--- config.mk ---
export PLATFORM = sky130hd
export DESIGN_NAME = alu_flat
export DESIGN_NICKNAME = d
export VERILOG_FILES = /design/src/rtl/alu_pkg.sv /design/src/rtl/alu_if.sv /design/src/rtl/alu_core.sv /design/src/rtl/alu.sv /design/src/flat_wrapper.sv
export SDC_FILE = /design/constraint.sdc
export NUM_CORES = 1
export LEC_CHECK = 0
export ABC_AREA = 1
export CAP_MARGIN = 10
export CORE_MARGIN = 5
export CORE_UTILIZATION = 47
export CTS_CLUSTER_DIAMETER = 80
export DETAILED_ROUTE_END_ITERATION = 8
export HOLD_SLACK_MARGIN = 0.05
export PLACE_DENSITY = 0.76
export SYNTH_ARGS = -nofsm -noshare
export SYNTH_HDL_FRONTEND = slang
export SYNTH_SLANG_ARGS = --single-unit
--- constraint.sdc ---
create_clock -name clk -period 0.8 [get_ports clk]
set_input_delay 0.08 -clock clk [delete_from_list [all_inputs] [get_ports clk]]
set_output_delay 0.08 -clock clk [all_outputs]
set_load 0.02 [all_outputs]
--- src/rtl/alu_pkg.sv ---
// Shared opcode encodings and flag bundle for the execute-stage ALU.
package alu_pkg;

  typedef logic [3:0] alu_op_t;

  localparam alu_op_t OP_ADDU = 4'b0000;
  localparam alu_op_t OP_ADDS = 4'b0001;
  localparam alu_op_t OP_AND  = 4'b0010;
  localparam alu_op_t OP_OR   = 4'b0011;
  localparam alu_op_t OP_XOR  = 4'b0100;
  localparam alu_op_t OP_NOR  = 4'b0101;
  localparam alu_op_t OP_SLL  = 4'b0110;
  localparam alu_op_t OP_SRL  = 4'b0111;
  localparam alu_op_t OP_SRA  = 4'b1000;
  localparam alu_op_t OP_PASS = 4'b1001;

  typedef struct packed {
    logic cout;
    logic v;
    logic lt;
    logic eq;
    logic gt;
  } alu_flags_t;

endpackage

--- src/rtl/alu_if.sv ---
// Operand/result bundle between the issuing stage (master) and the ALU (slave).
interface alu_if
  import alu_pkg::*;
#(
  parameter int WIDTH = 16
);
  logic [WIDTH-1:0] X;
  logic [WIDTH-1:0] Y;
  logic             Cin;
  alu_op_t          opcod;
  logic [WIDTH-1:0] out;
  logic             Cout;
  logic             lt;
  logic             eq;
  logic             gt;
  logic             V;

  modport master (output X, Y, Cin, opcod, input out, Cout, lt, eq, gt, V);
  modport slave  (input X, Y, Cin, opcod, output out, Cout, lt, eq, gt, V);
endinterface

--- src/rtl/alu_core.sv ---
// Combinational result and flag generation; no state.
module alu_core
  import alu_pkg::*;
#(
  parameter int WIDTH = 16
) (
  input  logic [WIDTH-1:0] x_i,
  input  logic [WIDTH-1:0] y_i,
  input  logic             cin_i,
  input  alu_op_t          op_i,
  output logic [WIDTH-1:0] res_o,
  output alu_flags_t       flags_o
);

  logic [WIDTH-1:0] b_eff;
  logic [WIDTH:0]   sum;
  logic             ovf;
  logic [3:0]       shamt;
  logic             lt_u, gt_u, lt_s, gt_s, eq_x;

  // Subtract reuses the adder: X + ~Y + 1, with Cin supplying the +1.
  assign b_eff = (op_i == OP_ADDS && cin_i) ? ~y_i : y_i;
  assign sum   = {1'b0, x_i} + {1'b0, b_eff} + {{WIDTH{1'b0}}, cin_i};
  assign ovf   = (x_i[WIDTH-1] == b_eff[WIDTH-1]) && (sum[WIDTH-1] != x_i[WIDTH-1]);
  assign shamt = y_i[3:0];

  assign eq_x = (x_i == y_i);
  assign lt_u = (x_i < y_i);
  assign gt_u = (x_i > y_i);
  assign lt_s = ($signed(x_i) < $signed(y_i));
  assign gt_s = ($signed(x_i) > $signed(y_i));

  always_comb begin
    res_o   = '0;
    flags_o = '0;
    case (op_i)
      OP_ADDU: begin
        res_o        = sum[WIDTH-1:0];
        flags_o.cout = sum[WIDTH];
      end
      OP_ADDS: begin
        res_o        = sum[WIDTH-1:0];
        flags_o.cout = sum[WIDTH];
        flags_o.v    = ovf;
      end
      OP_AND:  res_o = x_i & y_i;
      OP_OR:   res_o = x_i | y_i;
      OP_XOR:  res_o = x_i ^ y_i;
      OP_NOR:  res_o = ~(x_i | y_i);
      OP_SLL:  res_o = x_i << shamt;
      OP_SRL:  res_o = x_i >> shamt;
      OP_SRA:  res_o = $signed(x_i) >>> shamt;
      OP_PASS: res_o = x_i;
      default: res_o = '0;
    endcase

    // Reserved opcodes leave every flag clear, including the compare.
    if (op_i <= OP_PASS) begin
      flags_o.eq = eq_x;
      flags_o.lt = (op_i == OP_ADDS) ? lt_s : lt_u;
      flags_o.gt = (op_i == OP_ADDS) ? gt_s : gt_u;
    end
  end

endmodule

--- src/rtl/alu.sv ---
// Registered ALU: core results captured on each rising edge, cleared by async reset.
module alu
  import alu_pkg::*;
#(
  parameter int WIDTH = 16
) (
  input  logic clk,
  input  logic rst_n,
  alu_if.slave alu_bus
);

  logic [WIDTH-1:0] res_d, res_q;
  alu_flags_t       flags_d, flags_q;

  alu_core #(.WIDTH(WIDTH)) u_core (
    .x_i     (alu_bus.X),
    .y_i     (alu_bus.Y),
    .cin_i   (alu_bus.Cin),
    .op_i    (alu_bus.opcod),
    .res_o   (res_d),
    .flags_o (flags_d)
  );

  always_ff @(posedge clk or negedge rst_n) begin
    if (!rst_n) begin
      res_q   <= '0;
      flags_q <= '0;
    end else begin
      res_q   <= res_d;
      flags_q <= flags_d;
    end
  end

  assign alu_bus.out  = res_q;
  assign alu_bus.Cout = flags_q.cout;
  assign alu_bus.V    = flags_q.v;
  assign alu_bus.lt   = flags_q.lt;
  assign alu_bus.eq   = flags_q.eq;
  assign alu_bus.gt   = flags_q.gt;

endmodule

--- src/flat_wrapper.sv ---
// flat-port wrapper written by rule: the top's interface ports become plain ports
module alu_flat import alu_pkg::*;
#(
  parameter int WIDTH = 16
)
  (clk, rst_n, alu_bus_X, alu_bus_Y, alu_bus_Cin, alu_bus_opcod, alu_bus_out, alu_bus_Cout, alu_bus_lt, alu_bus_eq, alu_bus_gt, alu_bus_V);
  alu_if #(.WIDTH(WIDTH)) alu_bus_i ();
  input  logic clk;
  input  logic rst_n;
  input wire logic [$bits(alu_bus_i.X)-1:0] alu_bus_X;
  input wire logic [$bits(alu_bus_i.Y)-1:0] alu_bus_Y;
  input wire logic [$bits(alu_bus_i.Cin)-1:0] alu_bus_Cin;
  input wire logic [$bits(alu_bus_i.opcod)-1:0] alu_bus_opcod;
  output wire logic [$bits(alu_bus_i.out)-1:0] alu_bus_out;
  output wire logic [$bits(alu_bus_i.Cout)-1:0] alu_bus_Cout;
  output wire logic [$bits(alu_bus_i.lt)-1:0] alu_bus_lt;
  output wire logic [$bits(alu_bus_i.eq)-1:0] alu_bus_eq;
  output wire logic [$bits(alu_bus_i.gt)-1:0] alu_bus_gt;
  output wire logic [$bits(alu_bus_i.V)-1:0] alu_bus_V;
  assign alu_bus_i.X = alu_bus_X;
  assign alu_bus_i.Y = alu_bus_Y;
  assign alu_bus_i.Cin = alu_bus_Cin;
  assign alu_bus_i.opcod = alu_bus_opcod;
  assign alu_bus_out = alu_bus_i.out;
  assign alu_bus_Cout = alu_bus_i.Cout;
  assign alu_bus_lt = alu_bus_i.lt;
  assign alu_bus_eq = alu_bus_i.eq;
  assign alu_bus_gt = alu_bus_i.gt;
  assign alu_bus_V = alu_bus_i.V;
  alu #(.WIDTH(WIDTH)) u_core (.clk(clk), .rst_n(rst_n), .alu_bus(alu_bus_i));
endmodule
Word level (Yosys, flattened, before mapping)
Index checks and enable logic that the tools add are counted.
{"block": "op_classes", "n_addsub": 2, "order_cmp": 5, "eq_ne": 12, "n_shift": 3, "n_mux": 7, "n_bitwise": 5, "reduce_logical": 4}
{"cell": "$pmux 16 s9", "n": 1}
{"cell": "$gt 16x16->1", "n": 2}
{"cell": "$lt 16x16->1", "n": 2}
{"cell": "$not 16->16", "n": 2}
{"cell": "$add 16x16->17", "n": 1}
{"cell": "$add 17x1->17", "n": 1}
{"cell": "$and 16x16->16", "n": 1}
{"cell": "$eq 16x16->1", "n": 1}
{"cell": "$eq 4x3->1 const B", "n": 4}
{"cell": "$mux 16", "n": 1}
{"cell": "$or 16x16->16", "n": 1}
{"cell": "$shl 16x4->16", "n": 1}
{"cell": "$shr 16x4->16", "n": 1}
{"cell": "$sshr 16x4->16", "n": 1}
{"cell": "$xor 16x16->16", "n": 1}
{"cell": "$eq 4x2->1 const B", "n": 2}
{"cell": "$eq 4x4->1 const B", "n": 2}
{"cell": "$eq 4x1->1 const B", "n": 1}
{"cell": "$le 4x4->1 const B", "n": 1}
{"cell": "$logic_not 4->1", "n": 1}
{"cell": "$mux 1", "n": 4}
{"cell": "$mux 3", "n": 1}
{"cell": "$logic_and 1x1->1", "n": 2}
{"cell": "$reduce_or 2->1", "n": 1}
{"cell": "other kinds (2)", "n": 2}
{"block": "word_totals", "regBits": 21, "inputBits": 39, "output_inout_bits": 21, "wordCells": 44}

Depth between registers and ports, before layout
{"block": "depth", "ltp_word": 8, "depth_mapped": 18, "depth_no_buf": 17}

By module
A second synthesis with hierarchy kept.
{"block": "unflattened", "hier_cells": 855, "hier_area_um2": 4804.6}
{"mod": "alu_core", "n_inst": 1, "cells_each": 834, "area_each_um2": 4279.1, "seq_area_each_um2": 0.0}
{"mod": "alu", "n_inst": 1, "cells_each": 21, "area_each_um2": 525.5, "seq_area_each_um2": 525.5}

Worst setup path before layout
OpenSTA, ideal clock, no wires.
{"block": "synth_path", "path_kind": "input-to-reg", "startpoint": "input alu_bus_opcod[1]", "endpoint": "register u_core.res_q[8] (netlist: u_core.alu_bus.out[8])", "setup_ps": 126, "arrival_time_ps": 2247, "t_required_ps": 674, "setup_slack_ps": -1574, "stages": 16, "n_path_buf": 1, "cell_sequence": "inv_1 -> nand2_1 -> nor2_1 -> nand2_2 -> buf_4 -> xor2_1 -> fa_1 -> inv_1 -> fa_1 -> nand2_1 -> a21oi_1 -> nand2_1 -> nand2_1 -> or2_2 -> nand3_1 -> nand3_1"}
{"block": "synth_via", "elab_chain_len": 6, "elab_cells_between_ends": 16, "cone_classes": "add/sub (2); eq/ne (9); mux (2); reduce/logical (3)"}
{"item": "from (decl)", "line": "flat_wrapper.sv:13", "rtl": "input wire logic [$bits(alu_bus_i.opcod)-1:0] alu_bus_opcod;"}
{"item": "$eq 4x1->1", "line": "alu_core.sv:22, alu_core.sv:36"}
{"item": "$logic_and 1x1->1", "line": "alu_core.sv:22", "rtl": "assign b_eff = (op_i == OP_ADDS && cin_i) ? ~y_i : y_i;"}
{"item": "$mux 16", "line": "alu_core.sv:22"}
{"item": "$add 16x16->17", "line": "alu_core.sv:23", "rtl": "assign sum = {1'b0, x_i} + {1'b0, b_eff} + {{WIDTH{1'b0}}, cin_i};"}
{"item": "$add 17x1->17", "line": "alu_core.sv:23"}
{"item": "$pmux 16 s9 *", "line": "alu_core.sv:36", "rtl": "case (op_i)"}
{"item": "named net u_core.res_d[8]", "line": "alu.sv:12", "rtl": "logic [WIDTH-1:0] res_d, res_q;"}
{"item": "to (signal assigned)", "line": "alu.sv:29", "rtl": "res_q <= res_d;"}
{"item": "to (decl)", "line": "alu.sv:12"}
Mark *: on every way through the listed nets, which the timed path passes. The rest lies on a longest branch.

Worst setup path after layout
{"block": "layout_path", "startpoint": "input alu_bus_opcod[1]", "endpoint": "register u_core.res_q[4] (netlist: u_core.alu_bus.out[4])"}
Same word-level chain as after synthesis.

==> reports/metrics.cfg <==
[floorplanning]
coreArea_sq_mm=0.00986
io_pins=60
die_area_sq_mm=0.0123
start_util=0.485
die_w_microns=111
dieHeight_microns=111
core.rowCount=36

[timing]
hold_viol_final=0
tightest_slew_ns=0.723
period_share=2.46
finalSetupTns_ns=-21.67
worst_slack_ns=-1.16
layout_min_cycle_time_ns=1.96
setup_viol=42
drv_slew=0
fmax_mhz=509
rsz0062_at_grt=true
slew_headroom=0.516

[synthesis]
yosysTopAreaCellShare=0.225
synth_nets=969
synth-seq-cells=21
postSynthCellCount=864
syn_avg_cell_area_sq_um=5.53
synth.largest_area_cell=nand2_1
synth_cell_types=28
synth_area_sq_mm=0.00478
synth_area_leaders=nand2_1 22%, ha_1 17%, nand3_1 15%
synth_seq_area_share=0.110
yosysWarnings=0

[layout]
insertedDiodeCount=0
syn2layout_area_growth_pct=67.5
fin_area_sq_mm=0.00801
drive_gt1_frac=0.398
final_cell_mix=239 x nand2_1, 183 x buf_4, 126 x nand3_1
final_common_cell=nand2_1
nets=1220
fin_cells=1247
fin_util=0.812

[pwr]
switching_share=0.454
intPower_mw=3.73
p_seq_frac=0.181
clock_power_share=0.101
max-vdd-ir-drop_uv=847
leakagePower_nw=4.23
combPwrFrac=0.717
p_sw_mw=3.10
power_mw=6.83
cellPowerDensity_mw_per_mm2=853

[worst_setup_path]
endpoint_kind=flip-flop
cp.arrival_ns=2.11
crit_type=in2reg
crit_chain=buf_6 -> clkinvlp_4 -> nand2_4 -> nor2_4 -> nand2_4 -> buf_4 -> xor2_1 -> buf_4 -> fa_2 -> nand2_4 -> a21oi_4 -> buf_6 -> nor2_1 -> nor2_1 -> nand2_1 -> nand2_1 -> inv_1 -> nand4_1
cp-start-kind=input port
crit_slowest_cell=fa_2
crit_required_ns=0.94
worst_path_largest_cell_delay_ns=0.39
crit_top_cell=nand2_4
path_max_fanout=4

[placed_design]
dp_hpwl_mm=16.3
dp_cells=1212
io_buffer_count=59
gp_routability_congestion=1.03
placed_cell_area_sq_mm=0.00702

[clock_tree]
clockBufferDepth=2
cts_tree=yes
cts_max_level=1
cts_buffers=3
clk_pin_slew_ns=0.07
cts.sinks=21
cts-root-buf=clkbuf_8

[drt]
wl_mm=21.9
route.detailed.drc=0
vias=6922
antenna_left=0
dr.pass1.iters=5
avgRoutedWirePerCell_microns=17.5
drt_iter0_markers=579
avgViaCountPerCell=5.55

[grt]
overflow=0
grtUsageTotal=0.323
grt_pass1_vias=6354
grt_pass1_wl_mm=32.2
grt_max_degree=36
antenna_found_initial=2

[job]
cap_viol_max_count=0

[min_path]
hold_class=in2async

[run_status]
status=complete, but fails checks
violations=setup timing

-- through the flow --
step / hold WS [ns] / worst slack [ns]
floorplan: -0.216 / -1.34
global placement: 0.434 / -1.79
detailed placement: 0.433 / -1.85
CTS: 0.154 / -1.13
global route: 0.151 / -1.26
finish: 0.142 / -1.16
-- logic make-up after synthesis --
group	Yosys count	share of synthesized area
xor gates and xnor gates	16	0.0293
AOI/OAI and AO/OA	77	0.0882
buffers and inverters	141	0.116
adders and majority gates	66	0.176
DFF	21	0.110
and+or+nand+nor	543	0.481
-- how the worst max path moves through the flow --
| stage | startpoint | end | slack (ns) | cells after the start |
|---|---|---|---|---|
| finish | alu_bus_opcod[1] | u_core.alu_bus.out[4] | -1.16 | 18 |
| global route | alu_bus_opcod[1] | u_core.alu_bus.out[14] | -1.26 | 16 |
| CTS | alu_bus_opcod[1] | u_core.alu_bus.out[15] | -1.13 | 17 |
| detailed placement | alu_bus_opcod[3] | u_core.alu_bus.out[4] | -1.85 | 17 |
| global placement | alu_bus_opcod[3] | u_core.alu_bus.out[4] | -1.79 | 17 |
| floorplan | alu_bus_opcod[1] | u_core.alu_bus.out[8] | -1.34 | 16 |
-- critical path, delay by kind of cell --
family,cells,cell delay (ns)
compound gates,1,0.07
xor+xnor,1,0.15
fa+ha+maj,1,0.39
simple gates,9,0.75
buf+inv,6,0.66
-- sequential cells by signal (all words and copies together) (netlist names) --
name                 count
u_core.alu_bus.V         1
u_core.alu_bus.Cout      1
u_core.alu_bus.gt        1
u_core.alu_bus.out      16
u_core.alu_bus.eq        1
u_core.alu_bus.lt        1
-- cell type report --
cell class	instances	area, sq um
Tap cell	133	166
Fill cell	650	1860
Inverter	116	483
Multi-Input combinational cell	702	4460
Clock inverter	1	5.00
Clock buffer	3	41.3
Timing Repair Buffer	271	2330
Sequential cell	21	526
-- repair_timing --
action,4_1_cts,5_1_grt
hold buffers,0,0
setup endpoints to repair,42,42
pin swaps,63,64
gates cloned,2,0
gates resized for setup,349,102
buffers inserted,20,14
-- cells in the mapped netlist --
| master | n |
|---|---|
| nand3_1 | 143 |
| and2_1 | 6 |
| buf_2 | 14 |
| nor3_1 | 4 |
| fa_1 | 2 |
| clkinv_1 | 2 |
| a21oi_1 | 28 |
| or2_2 | 2 |
| nand3b_1 | 2 |
| and3_1 | 1 |
| o21bai_1 | 2 |
| nor2_1 | 83 |
| ha_1 | 64 |
| dfrtp_1 | 21 |
| nand2_2 | 3 |
| inv_1 | 113 |
| nor2_4 | 1 |
| buf_4 | 2 |
| xor2_1 | 16 |
| buf_1 | 2 |
| o211ai_1 | 9 |
| o2111ai_1 | 1 |
| clkbuf_1 | 7 |
| o21ai_0 | 35 |
| nand2_1 | 286 |
| a21boi_0 | 2 |
| inv_2 | 1 |
| nand4_1 | 12 |
-- power by group through the flow --
| stage | clock network, mW | registers (mW) | logic (mW) |
|---|---|---|---|
| floorplan | 0 | 1.39 | 1.89 |
| global placement | 0 | 1.23 | 3.92 |
| global route | 0.747 | 1.25 | 5.24 |
| detailed placement | 0 | 1.23 | 3.94 |
| finish | 0.692 | 1.24 | 4.90 |
| CTS | 0.675 | 1.23 | 4.43 |
-- per-layer routing --
| metal | vias up | global-route usage | share of wire |
|---|---|---|---|
| met5 | - | 0 | 0.00064 |
| met4 | 4 | 0.141 | 0.057 |
| met3 | 87 | 0.0497 | 0.10 |
| met2 | 410 | 0.526 | 0.45 |
| met1 | 3150 | 0.423 | 0.39 |
| li1 | 3271 | - | - |
Note: power is estimated with default switching activity, not from simulation.
